**src/rtl/lfsr_stimulus_gen.sv**
```systemverilog
// Multi-channel Fibonacci LFSR stimulus source with valid/ready output,
// runtime reseed, bounded run length and all-zero lockup protection.
module lfsr_stimulus_gen #(
  parameter int unsigned WIDTH       = 8,
  parameter int unsigned CHANNELS    = 4,
  parameter logic [WIDTH-1:0] TAPS   = 8'hB8,
  parameter int unsigned STEPS       = 3,
  parameter logic [CHANNELS*WIDTH-1:0] SEEDS = 32'hAB6A5A55,
  parameter int unsigned NUM_SAMPLES = 16,
  localparam int unsigned DW = CHANNELS * WIDTH,
  localparam int unsigned CW = $clog2(NUM_SAMPLES + 1)
) (
  input  logic          clk,
  input  logic          rst,
  input  logic          start,
  input  logic          seed_load,
  input  logic [DW-1:0] seed_in,
  output logic          out_valid,
  input  logic          out_ready,
  output logic [DW-1:0] out_data,
  output logic [CW-1:0] sample_cnt,
  output logic          done
);

  typedef enum logic [1:0] {
    IDLE = 2'd0,
    RUN  = 2'd1,
    DONE = 2'd2
  } state_t;

  state_t        fsm;
  logic [DW-1:0] adv_data;

  function automatic logic [WIDTH-1:0] shift_once(input logic [WIDTH-1:0] s);
    return {s[WIDTH-2:0], ^(s & TAPS)};
  endfunction

  function automatic logic [DW-1:0] advance(input logic [DW-1:0] w);
    logic [DW-1:0]    r;
    logic [WIDTH-1:0] c;
    r = w;
    for (int unsigned ch = 0; ch < CHANNELS; ch++) begin
      c = r[ch*WIDTH +: WIDTH];
      for (int unsigned s = 0; s < STEPS; s++) begin
        c = shift_once(c);
      end
      r[ch*WIDTH +: WIDTH] = c;
    end
    return r;
  endfunction

  // An all-zero channel would never leave zero, so it is seeded with 1.
  function automatic logic [DW-1:0] zero_fix(input logic [DW-1:0] w);
    logic [DW-1:0] r;
    r = w;
    for (int unsigned ch = 0; ch < CHANNELS; ch++) begin
      if (w[ch*WIDTH +: WIDTH] == '0) begin
        r[ch*WIDTH +: WIDTH] = WIDTH'(1);
      end
    end
    return r;
  endfunction

  always_comb begin
    adv_data = '0;
    adv_data = advance(out_data);
  end

  always_ff @(posedge clk or negedge rst) begin
    if (!rst) begin
      fsm        <= IDLE;
      out_data   <= zero_fix(SEEDS);
      out_valid  <= 1'b0;
      sample_cnt <= '0;
      done       <= 1'b0;
    end else if (seed_load) begin
      fsm        <= IDLE;
      out_data   <= zero_fix(seed_in);
      out_valid  <= 1'b0;
      sample_cnt <= '0;
      done       <= 1'b0;
    end else begin
      case (fsm)
        IDLE: begin
          if (start) begin
            fsm       <= RUN;
            out_valid <= 1'b1;
          end
        end
        RUN: begin
          if (out_ready) begin
            out_data   <= adv_data;
            sample_cnt <= sample_cnt + 1'b1;
            if (sample_cnt == CW'(NUM_SAMPLES - 1)) begin
              fsm       <= DONE;
              out_valid <= 1'b0;
              done      <= 1'b1;
            end
          end
        end
        DONE: begin
          if (start) begin
            fsm        <= RUN;
            out_valid  <= 1'b1;
            sample_cnt <= '0;
            done       <= 1'b0;
          end
        end
        default: begin
          fsm       <= IDLE;
          out_valid <= 1'b0;
          done      <= 1'b0;
        end
      endcase
    end
  end

endmodule
```
**config.mk**
```make
export PLATFORM = sky130hd
export DESIGN_NAME = lfsr_stimulus_gen
export DESIGN_NICKNAME = d
export VERILOG_FILES = /design/src/rtl/lfsr_stimulus_gen.sv
export SDC_FILE = /design/constraint.sdc
export NUM_CORES = 1
export LEC_CHECK = 0
export ABC_AREA = 1
export BUFFER_PORTS_ARGS = -buffer_cell sky130_fd_sc_hd__buf_2
export CAP_MARGIN = 20
export CORE_UTILIZATION = 56
export CTS_CLUSTER_SIZE = 20
export DETAILED_ROUTE_END_ITERATION = 7
export PLACE_DENSITY = 0.9
export SYNTH_ARGS = -nofsm -noshare
export SYNTH_HDL_FRONTEND = slang
export SYNTH_SLANG_ARGS = --single-unit
```
**constraint.sdc**
```tcl
create_clock -name clk -period 3.18 [get_ports clk]
set_clock_uncertainty 0.05 [all_clocks]
set_input_delay 0.477 -clock clk [delete_from_list [all_inputs] [get_ports clk]]
set_output_delay 0.477 -clock clk [all_outputs]
set_load 0.03 [all_outputs]
```
==> flow_metrics.py <==
metrics = {
    "status": {
        "status": "completed",
    },
    "power_and_ir_drop": {
        "clkPwrFrac_pct": 25.2,
        "p_sw_mw": 0.6463,
        "pwr-share-comb_pct": 33.1,
        "power_frac_seq_pct": 41.7,
        "p_int_mw": 1.010,
        "p_sw_share_pct": 39.03,
        "p_leak_nw": 1.564,
        "power_density_mw_per_mm2": 559.6,
        "irDropWorstVdd_mv": 0.4031,
    },
    "floorplan": {
        "start_util_pct": 60.18,
        "core_sq_mm": 0.004144,
        "rows": 23,
        "pin_count": 76,
        "die_w_um": 68.73,
        "dieHeight_um": 68.73,
        "die-area_sq_mm": 0.004724,
    },
    "clocking": {
        "cts_tree": "yes",
        "numClockSinks": 40,
        "htree_levels": 2,
        "insertion_delay_ns": 0.29,
        "clk_pin_slew_ns": 0.08,
        "ctsResizeCount": 0,
        "cts_root_buffer": "clkbuf_8",
        "cts_buffers": 5,
        "ctsHoldBuffers": 0,
        "cts.path.max_buffers": 2,
        "post_cts.repair.setup_buffers": 0,
    },
    "finish": {
        "drive_above_1_share_pct": 25.95,
        "syn_to_final_growth_pct": 18.67,
        "fin_util_pct": 71.41,
        "multi_input_area_sq_mm": 0.001241,
        "fin_cells": 470,
        "fillers": 349,
        "layout.nets": 458,
        "fin_area_sq_mm": 0.002959,
        "regArea_sq_mm": 0.001022,
        "antenna_cells": 0,
    },
    "placement": {
        "portBuffers": 75,
        "dp_cells": 462,
        "dp_hpwl_mm": 4.649,
        "place_area_sq_mm": 0.002848,
        "gp_congestion": 0.9423,
    },
    "worst_setup_path": {
        "cp_common_cell": "inv_2",
        "cp.arrival_ns": 1.90,
        "crit-reg2reg-launch": "fsm[1]",
        "max_stage_delay_ns": 0.42,
        "reg2regPathDepth": 5,
        "critPathLaunch": "seed_load",
        "required_ns": 3.29,
        "reg2reg_slack_ns": 1.42,
        "crit_end": "out_data[23]",
        "end_kind": "flip-flop",
        "critPathKind": "primary input to flip-flop",
        "crit_chain": "buf_2 > inv_2 > nand2_4 > inv_2 > nand2_1 > o211ai_1",
        "slowest_stage": "buf_2",
        "critPathMaxFanout": 27,
        "start_kind": "primary input",
        "r2r-end": "out_data[22]",
    },
    "synth": {
        "netlist_area_sq_mm": 0.002494,
        "synth_adder_area_share_pct": 1.004,
        "synth_mux_area_share_pct": 0,
        "synth_seq_cells": 40,
        "synth_enable_flop_cells": 0,
        "yosysSeqAreaShare_pct": 40.99,
        "yosys.cell_count.top_type": "nand2_1",
        "synth_commonest_cells": "148 x nand2_1, 35 x inv_1, 23 x dfrtp_1, 23 x nand3_1, 21 x nor2_1",
        "ys_warn_count": 0,
        "synth.distinct_cells": 31,
        "synthSimpleGateAreaFrac_pct": 34.07,
        "synth_compound_area_share_pct": 10.49,
        "synthArstFlopShare_pct": 100.0,
        "syn_avg_cell_area_sq_um": 7.166,
        "synth_nets": 387,
        "synth_top_area_share_pct": 23.08,
        "syn-instance-count": 348,
        "synth_top_family_by_area": "simple AND/OR/NAND/NOR gates",
        "synth-xor-area-share_pct": 4.215,
        "yosysTopAreaCell": "dfrtp_1",
        "synth_area_leaders": "dfrtp_1 23%, nand2_1 22%, dfstp_2 18%",
        "ys.flop_type": "dfrtp_1",
    },
    "timing": {
        "rsz0062_at_grt": "no",
        "finalCritPeriodShare_pct": 56.21,
        "drv_slew": 0,
        "holdWs_ns": 0.2505,
        "tns_ns": 0,
        "hold_viol_final": 0,
        "slew_headroom_pct": 41.26,
        "setup_violations": 0,
        "fmax_mhz": 559.4,
        "fin_crit_ns": 1.787,
        "worst_slew_pin_slew_ns": 0.8811,
    },
    "route": {
        "drt-total-wl_mm": 6.309,
        "via_per_inst": 5.494,
        "ant_nets": 0,
        "num_vias": 2582,
        "drt_iter0_markers": 225,
        "detail_route.first_pass.iterations": 5,
        "wire_per_inst_um": 13.42,
        "drc": 0,
    },
    "grt": {
        "grt_pass1_vias": 2417,
        "grt_max_degree": 41,
        "grt_pass1_wl_mm": 10.27,
        "grt_overflow": 0,
        "antenna_found_initial": 0,
        "grt_usage_pct": 29.29,
    },
    "hold_path": {
        "min_path_type": "primary input to async pin",
    },
    "flow_run": {
        "maxCapViolCount": 0,
    },
}
-- final cells by class --
| class | instances | area share [%] |
|---|---|---|
| multi-input cells | 258 | 41.94 |
| flip-flops and latches | 40 | 34.55 |
| repair buffers | 75 | 12.68 |
| inverters | 39 | 4.947 |
| clock buffers | 5 | 2.326 |
| well taps | 50 | 2.114 |
| clock inverters | 3 | 1.438 |
-- through the flow --
stage / setup WS, ns / power, mW
after floorplan: 1.664 / 1.081
after global placement: 1.181 / 1.225
after detailed placement: 1.118 / 1.244
after CTS: 1.422 / 1.662
after global routing: 1.244 / 1.753
final: 1.393 / 1.656
-- routing by layer --
layer	global-route usage (%)	part of all wire, %
met5	0	0
met2	51.23	51
met3	5.757	6.1
met1	34.86	41
met4	12.50	2.0
-- worst max-delay path: cells and delay by family --
| kind | cells | cell delay [ns] |
|---|---|---|
| and+or+nand+nor | 2 | 0.38 |
| AOI/OAI and AO/OA | 1 | 0.08 |
| buffers and inverters | 3 | 0.94 |
-- sequential cells by signal, indices dropped and copies added (netlist names) --
signal / count
fsm: 2
out_data: 32
sample_cnt: 5
done: 1
-- worst min-delay path by stage --
| stage | start | end | slack, ns | depth (start not counted) |
|---|---|---|---|---|
| global placement | done | done | 0.41 | 2 |
| finish | rst | fsm[0] | 0.25 | 1 |
| floorplan | rst | done | 0.13 | 0 |
| global route | rst | out_data[10] | 0.31 | 1 |
| detailed placement | out_data[0] | out_data[0] | 0.42 | 2 |
| CTS | rst | out_data[8] | 0.27 | 1 |
-- power groups by stage --
| stage | Sequential [mW] | Combinational, mW | Clock [mW] |
|---|---|---|---|
| finish | 0.691 | 0.548 | 0.417 |
| global route | 0.703 | 0.612 | 0.438 |
| CTS | 0.689 | 0.549 | 0.425 |
| detailed placement | 0.697 | 0.547 | 0 |
| global placement | 0.695 | 0.529 | 0 |
| floorplan | 0.817 | 0.265 | 0 |
-- placed cells by master (no fill, tap or decap), drive strengths merged --
master	instances
o221ai	3
a22oi	1
o22ai	2
o21ai	11
nand3	24
nand3b	3
buf	75
o21bai	3
o31ai	1
clkinvlp	1
clkinv	1
o211ai	14
nand2	149
ha	2
dfrtp	23
a21oi	5
nand4	4
nor2	23
dfstp	17
inv	39
or2	1
bufinv	1
xnor2	8
xor2	4
clkbuf	5
-- kinds of logic after synthesis --
family	after synthesis
AO/OA/AOI/OAI	40
flip-flops	40
adder cells (fa/ha/maj)	2
buffers and inverters	50
AND/OR/NAND/NOR	204
XOR/XNOR	12
No activity file was read; power rests on OpenSTA's default activity.
